`config.mk`:
```
export PLATFORM = sky130hd
export DESIGN_NAME = router_tx_flat
export DESIGN_NICKNAME = d
export VERILOG_FILES = /design/src/rtl/router_tx_if.sv /design/src/rtl/router_tx.sv /design/src/flat_wrapper.sv
export SDC_FILE = /design/constraint.sdc
export NUM_CORES = 1
export LEC_CHECK = 0
export CAP_MARGIN = 20
export CORE_MARGIN = 2
export CORE_UTILIZATION = 53
export DETAILED_ROUTE_END_ITERATION = 6
export HOLD_SLACK_MARGIN = 0.05
export PLACE_DENSITY = 0.74
export SLEW_MARGIN = 5
export SYNTH_ARGS = -nofsm -noshare
export SYNTH_HDL_FRONTEND = slang
export SYNTH_SLANG_ARGS = --single-unit
export TNS_END_PERCENT = 100
```
`constraint.sdc`:
```
create_clock -name clk -period 2.61 [get_ports clk]
set_input_delay 0.522 -clock clk [delete_from_list [all_inputs] [get_ports clk]]
set_output_delay 0.522 -clock clk [all_outputs]
set_load 0.1 [all_outputs]
```
`src/rtl/router_tx_if.sv`:
```
// router_tx_if: PE-side, config and array-bus signals of router_tx; master = router_tx, slave = PE/arbiter side
interface router_tx_if #(
  parameter int DATA_WIDTH = 16,
  parameter int ID_WIDTH   = 8
);
  logic                  config_state;
  logic                  ce;
  logic [ID_WIDTH-1:0]   cfg_id;
  logic [DATA_WIDTH-1:0] pe_data_out;
  logic                  pe_data_out_en;
  logic                  pe_ready;
  logic                  bus_req;
  logic                  bus_grant;
  logic [DATA_WIDTH-1:0] bus_data_out;
  logic                  bus_data_valid;
  logic [ID_WIDTH-1:0]   bus_src_id;
  logic                  overflow;
  modport master (
    input  config_state, ce, cfg_id, pe_data_out, pe_data_out_en, bus_grant,
    output pe_ready, bus_req, bus_data_out, bus_data_valid, bus_src_id, overflow
  );
  modport slave (
    output config_state, ce, cfg_id, pe_data_out, pe_data_out_en, bus_grant,
    input  pe_ready, bus_req, bus_data_out, bus_data_valid, bus_src_id, overflow
  );
endinterface

```
`src/rtl/router_tx.sv`:
```
// router_tx: buffers PE result words and sends them on the array bus tagged with my_id (clk, rst, io: router_tx_if.master; ROUTER_TX_BURST_EN enables multi-word grants)
module router_tx #(
  parameter int DATA_WIDTH = 16,
  parameter int ID_WIDTH   = 8,
  parameter int FIFO_DEPTH = 4,
  parameter int FIFO_AW    = 2
) (
  input logic          clk,
  input logic          rst,
  router_tx_if.master  io
);
  localparam int CW = FIFO_AW + 1;
  localparam logic [CW-1:0] FULL = CW'(FIFO_DEPTH);
  typedef enum logic [1:0] {IDLE, REQ, SEND, GAP} state_t;
  state_t                state, state_nx;
  logic [DATA_WIDTH-1:0] mem [FIFO_DEPTH];
  logic [FIFO_AW-1:0]    wr_ptr, rd_ptr;
  logic [CW-1:0]         count, count_nx;
  logic [ID_WIDTH-1:0]   my_id;
  logic                  push, pop, empty;
  assign empty = count == '0;
  assign push = io.pe_data_out_en && io.pe_ready && !io.config_state;
`ifdef ROUTER_TX_BURST_EN
  assign pop = (state == REQ || state == SEND) && io.bus_grant && !empty && !io.config_state;
`else
  // one word per grant: only the REQ edge that sees the grant pops
  assign pop = state == REQ && io.bus_grant && !empty && !io.config_state;
`endif
  assign count_nx = count + CW'(push) - CW'(pop);
  assign io.bus_src_id = my_id;
  always_comb begin
    state_nx = state;
    if (io.config_state) state_nx = IDLE;
    else
      unique case (state)
        IDLE: state_nx = empty ? IDLE : REQ;
        REQ:  state_nx = io.bus_grant ? SEND : REQ;
`ifdef ROUTER_TX_BURST_EN
        SEND: state_nx = !io.bus_grant ? (empty ? IDLE : REQ) : (empty ? GAP : SEND);
`else
        SEND: state_nx = GAP;
`endif
        GAP:  state_nx = IDLE;
      endcase
  end
  always_ff @(posedge clk)
    if (push) mem[wr_ptr] <= io.pe_data_out;
  always_ff @(posedge clk) begin
    if (rst) begin
      state             <= IDLE;
      wr_ptr            <= '0;
      rd_ptr            <= '0;
      count             <= '0;
      my_id             <= '0;
      io.pe_ready       <= 1'b1;
      io.overflow       <= 1'b0;
      io.bus_req        <= 1'b0;
      io.bus_data_valid <= 1'b0;
      io.bus_data_out   <= '0;
    end else begin
      state             <= state_nx;
      count             <= count_nx;
      io.pe_ready       <= count_nx != FULL;
      io.bus_req        <= state_nx == REQ || state_nx == SEND;
      io.bus_data_valid <= pop;
      if (io.config_state && io.ce) my_id <= io.cfg_id;
      if (push) wr_ptr <= wr_ptr + FIFO_AW'(1);
      if (pop) begin
        rd_ptr          <= rd_ptr + FIFO_AW'(1);
        io.bus_data_out <= mem[rd_ptr];
      end
      if (io.pe_data_out_en && !io.pe_ready && !io.config_state) io.overflow <= 1'b1;
    end
  end
endmodule

```
`src/flat_wrapper.sv`:
```
// flat-port wrapper written by rule: the top's interface ports become plain ports
module router_tx_flat 
#(
  parameter int DATA_WIDTH = 16,
  parameter int ID_WIDTH   = 8,
  parameter int FIFO_DEPTH = 4,
  parameter int FIFO_AW    = 2
)
  (clk, rst, io_config_state, io_ce, io_cfg_id, io_pe_data_out, io_pe_data_out_en, io_bus_grant, io_pe_ready, io_bus_req, io_bus_data_out, io_bus_data_valid, io_bus_src_id, io_overflow);
  router_tx_if #(.DATA_WIDTH(DATA_WIDTH), .ID_WIDTH(ID_WIDTH)) io_i ();
  input logic clk;
  input logic rst;
  input wire logic [$bits(io_i.config_state)-1:0] io_config_state;
  input wire logic [$bits(io_i.ce)-1:0] io_ce;
  input wire logic [$bits(io_i.cfg_id)-1:0] io_cfg_id;
  input wire logic [$bits(io_i.pe_data_out)-1:0] io_pe_data_out;
  input wire logic [$bits(io_i.pe_data_out_en)-1:0] io_pe_data_out_en;
  input wire logic [$bits(io_i.bus_grant)-1:0] io_bus_grant;
  output wire logic [$bits(io_i.pe_ready)-1:0] io_pe_ready;
  output wire logic [$bits(io_i.bus_req)-1:0] io_bus_req;
  output wire logic [$bits(io_i.bus_data_out)-1:0] io_bus_data_out;
  output wire logic [$bits(io_i.bus_data_valid)-1:0] io_bus_data_valid;
  output wire logic [$bits(io_i.bus_src_id)-1:0] io_bus_src_id;
  output wire logic [$bits(io_i.overflow)-1:0] io_overflow;
  assign io_i.config_state = io_config_state;
  assign io_i.ce = io_ce;
  assign io_i.cfg_id = io_cfg_id;
  assign io_i.pe_data_out = io_pe_data_out;
  assign io_i.pe_data_out_en = io_pe_data_out_en;
  assign io_i.bus_grant = io_bus_grant;
  assign io_pe_ready = io_i.pe_ready;
  assign io_bus_req = io_i.bus_req;
  assign io_bus_data_out = io_i.bus_data_out;
  assign io_bus_data_valid = io_i.bus_data_valid;
  assign io_bus_src_id = io_i.bus_src_id;
  assign io_overflow = io_i.overflow;
  router_tx #(.DATA_WIDTH(DATA_WIDTH), .ID_WIDTH(ID_WIDTH), .FIFO_DEPTH(FIFO_DEPTH), .FIFO_AW(FIFO_AW)) u_core (.clk(clk), .rst(rst), .io(io_i));
endmodule
```
==> run_results.csv, run 1 <==
group,metric,value,unit
yosys,synthesis.area,0.00385,mm²
clock_tree,cts_resized,0,
setup_path,critPathTopFamily,"adder cells",
die,die_area,0.00797,mm²
placement,placed_cell_area,0.00452,mm²
routing,wl_per_cell,16.3,µm
cells_and_area,area_delta_synth_final,23.8,%
placement,dp_slack,-123,ps
die,start_util,54.0,%
cells_and_area,finish.utilization,66.8,%
yosys,syn_avg_cell_area,14.9,µm²
setup_path,cp_num_buf_inv,3,
power,p_clk_share,36.0,%
routing,drtAntennaViolNets,0,
clock_tree,cts_max_level,3,
timing,fin_ws,240,ps
timing,tightest_slew,723,ps
routing,route.detailed.drc,0,
timing,slew_headroom,51.8,%
cells_and_area,fin_area,0.00477,mm²
cells_and_area,regArea,0.00266,mm²
die,core.rowCount,31,
setup_path,worstSetupStartpointType,"primary input",
cells_and_area,drive_gt1_share,24.2,%
yosys,synth_cells,259,
routing,via_per_inst,5.35,
setup_path,endpoint_kind,"flop",
timing,rsz0062_at_grt,"false",
setup_path,critPathMaxFanout,2,
clock_tree,cts_hold_buf,0,
yosys,ys_ff_latch,101,
yosys,synth-main-ff-cell,"edfxtp_1",
clock_tree,clk_pin_slew_worst_paths,100,ps
timing,hold_viol_final,0,
routing,drt-total-wl,7000,µm
yosys,ys.warnings.count,0,
global_route,grt_max_degree,38,
yosys,synth_edf_count,64,
global_route,grt_use_total,18.8,%
power,internal-power,2.51,mW
placement,port_buffers,57,
power,combinationalPowerShare,10.3,%
die,dieHeight,89.3,µm
timing,whs,461,ps
yosys,ys_types,36,
setup_path,crit_path_cell_trace,"clkdlybuf4s50_1, nand4bb_1, nor2_1, ha_1, inv_1, ha_1, inv_1, fa_1, xnor3_1, nor2_1, nand3b_1",
clock_tree,worstSkewPairLatency,360,ps
clock_tree,postCtsSetupRepairBufs,0,
run_status,status,"complete, no violations",
timing,finalCriticalPeriod,2370,ps
power,ir_drop,0.501,mV
yosys,yosys-top-cells-area,"edfxtp_1 (50%), dfxtp_1 (19%), mux4_2 (9.4%), a21oi_1 (3.2%), nand3_1 (3.1%)",
cells_and_area,antenna_cells,0,
routing,drt_iter0_markers,152,
clock_tree,cts-root-buf,"clkbuf_8",
setup_path,max_stage_delay,420,ps
routing,drtPass1Iterations,4,
run,max_cap_violations,0,
clock_tree,cts_tree,"done",
timing,clock_skew,9.73,ps
timing,fmax,422,MHz
min_path,min_path_type,"reg -> reg",
yosys,yosysSeqAreaShare,69.1,%
power,swShare,23.6,%
timing,finalMaxSlewViolations,0,
setup_path,cp_slowest_cell,"clkdlybuf4s50_1",
global_route,grt_pass1_vias,2180,
yosys,synth_top_area_share,49.9,%
setup_path,crit_required,2860,ps
yosys,yosysMostFrequentCell,"edfxtp_1",
yosys,async_reset_ff_share,0,%
power,power_density,688,mW/mm²
yosys,synthesis.nets,296,
clock_tree,cts.sinks,101,
die,die-width,89.3,µm
placement,dp_hpwl,4620,µm
setup_path,critPathKind,"in -> reg",
power,p_sw,0.775,mW
cells_and_area,fin_nets,362,
routing,vias,2296,
timing,setup_viol,0,
global_route,grt_pass1_wl,10900,µm
cells_and_area,fillers,538,
global_route,overflow,0,
die,core,0.00714,mm²
yosys,synth_top_cells_by_count,"edfxtp_1 (64), dfxtp_1 (37), a21oi_1 (25)",
power,p_leak,1.65,nW
clock_tree,cts_buffers,9,
cells_and_area,multi_input_area,0.00107,mm²
setup_path,cp.arrival,2620,ps
placement,place.gp.congestion,0.712,
yosys,synth.largest_area_cell,"edfxtp_1",
clock_tree,clock_path_buffers,2,
timing,fin_crit_sh,90.8,%
global_route,antenna_found_initial,0,
power,p_seq_share,53.7,%
die,io_pins,58,
## state kept, by name, indices dropped and copies added (netlist names)
name                      cells
u_core.io.overflow            1
u_core.mem                   64
u_core.io.bus_src_id          8
u_core.rd_ptr                 2
u_core.io.bus_req             1
u_core.io.pe_ready            1
u_core.io.bus_data_valid      1
u_core.wr_ptr                 2
u_core.state                  2
u_core.count                  3
u_core.io.bus_data_out       16
## worst min-delay path, delay by kind of cell, from the launching register on
| family | cells | cell delay, ps |
|---|---|---|
| DFF | 1 | 320 |
| and+or+nand+nor | 1 | 50 |
| AOI/OAI and AO/OA | 1 | 50 |
## final timing paths
check,slack [ps],startpoint,cells after the start,endpoint
min,460,u_core.io.bus_src_id[0],2,u_core.io.bus_src_id[0]
max,240,io_config_state,11,u_core.io.pe_ready
min reg2reg,460,u_core.io.bus_src_id[0],2,u_core.io.bus_src_id[0]
max reg2reg,450,u_core.state[0],10,u_core.io.pe_ready
## power by group through the flow
stage	Combinational (mW)	Sequential, mW	Clock, mW
after floorplan	0.144	1.87	0
after global placement	0.332	1.80	0
after detailed placement	0.337	1.80	0
after CTS	0.338	1.77	1.20
after global routing	0.363	1.77	1.27
final	0.337	1.76	1.18
## metrics by stage
stage / power (mW) / TNS (ps) / std cells
global placement: 2.13 / -42.6 / 413
finish: 3.28 / 0 / 429
floorplan: 2.02 / 0 / 259
detailed placement: 2.14 / -123 / 413
global route: 3.40 / 0 / 429
CTS: 3.30 / 0 / 429
## cell families (layout without fill, tap and decap cells)
| family | count (synthesis) | in the layout | synth area share [%] |
|---|---|---|---|
| flops | 101 | 101 | 69.1 |
| fa+ha+maj | 7 | 7 | 2.47 |
| simple gates | 60 | 60 | 8.12 |
| mux | 18 | 18 | 9.91 |
| buf+inv | 25 | 96 | 3.12 |
| compound gates | 46 | 46 | 6.46 |
| xor+xnor | 2 | 2 | 0.812 |
## cell type report
class | instances | area share, %
Clock buffer | 9 | 2.60
Clock inverter | 7 | 2.54
Inverter | 6 | 0.472
Multi-Input combinational cell | 133 | 22.5
Sequential cell | 101 | 55.8
Tap cell | 99 | 2.60
Timing Repair Buffer | 74 | 13.4
## cells in the final DEF, fill, tap and decap left out, types with 9 or more instances in the layout
cell,instances
a21oi_1,25
o21ai_0,16
nand3_1,24
buf_4,44
clkdlybuf4s50_1,29
dfxtp_1,37
clkbuf_8,9
mux4_2,16
edfxtp_1,64
nand2_1,10
nor2_1,9
## routing by layer
layer  global-route usage, %  share of wire [%]  vias up
met5                       0                  0        -
met4                    7.73                1.4        0
met3                    3.32                4.5       11
met2                    31.5                 50       60
met1                    24.4                 44     1116
li1                        -                  -     1109
(Power assumes the default switching activity.)
==> inputs of run 2 (changes only) <==
--- a/config.mk
+++ b/config.mk
@@ -9,7 +9,6 @@
 export CORE_MARGIN = 2
 export CORE_UTILIZATION = 53
 export DETAILED_ROUTE_END_ITERATION = 6
-export HOLD_SLACK_MARGIN = 0.05
 export PLACE_DENSITY = 0.74
 export SLEW_MARGIN = 5
 export SYNTH_ARGS = -nofsm -noshare
==> results of run 2 <==
No change in the layout: final DEF, timing and power equal those of run 1.
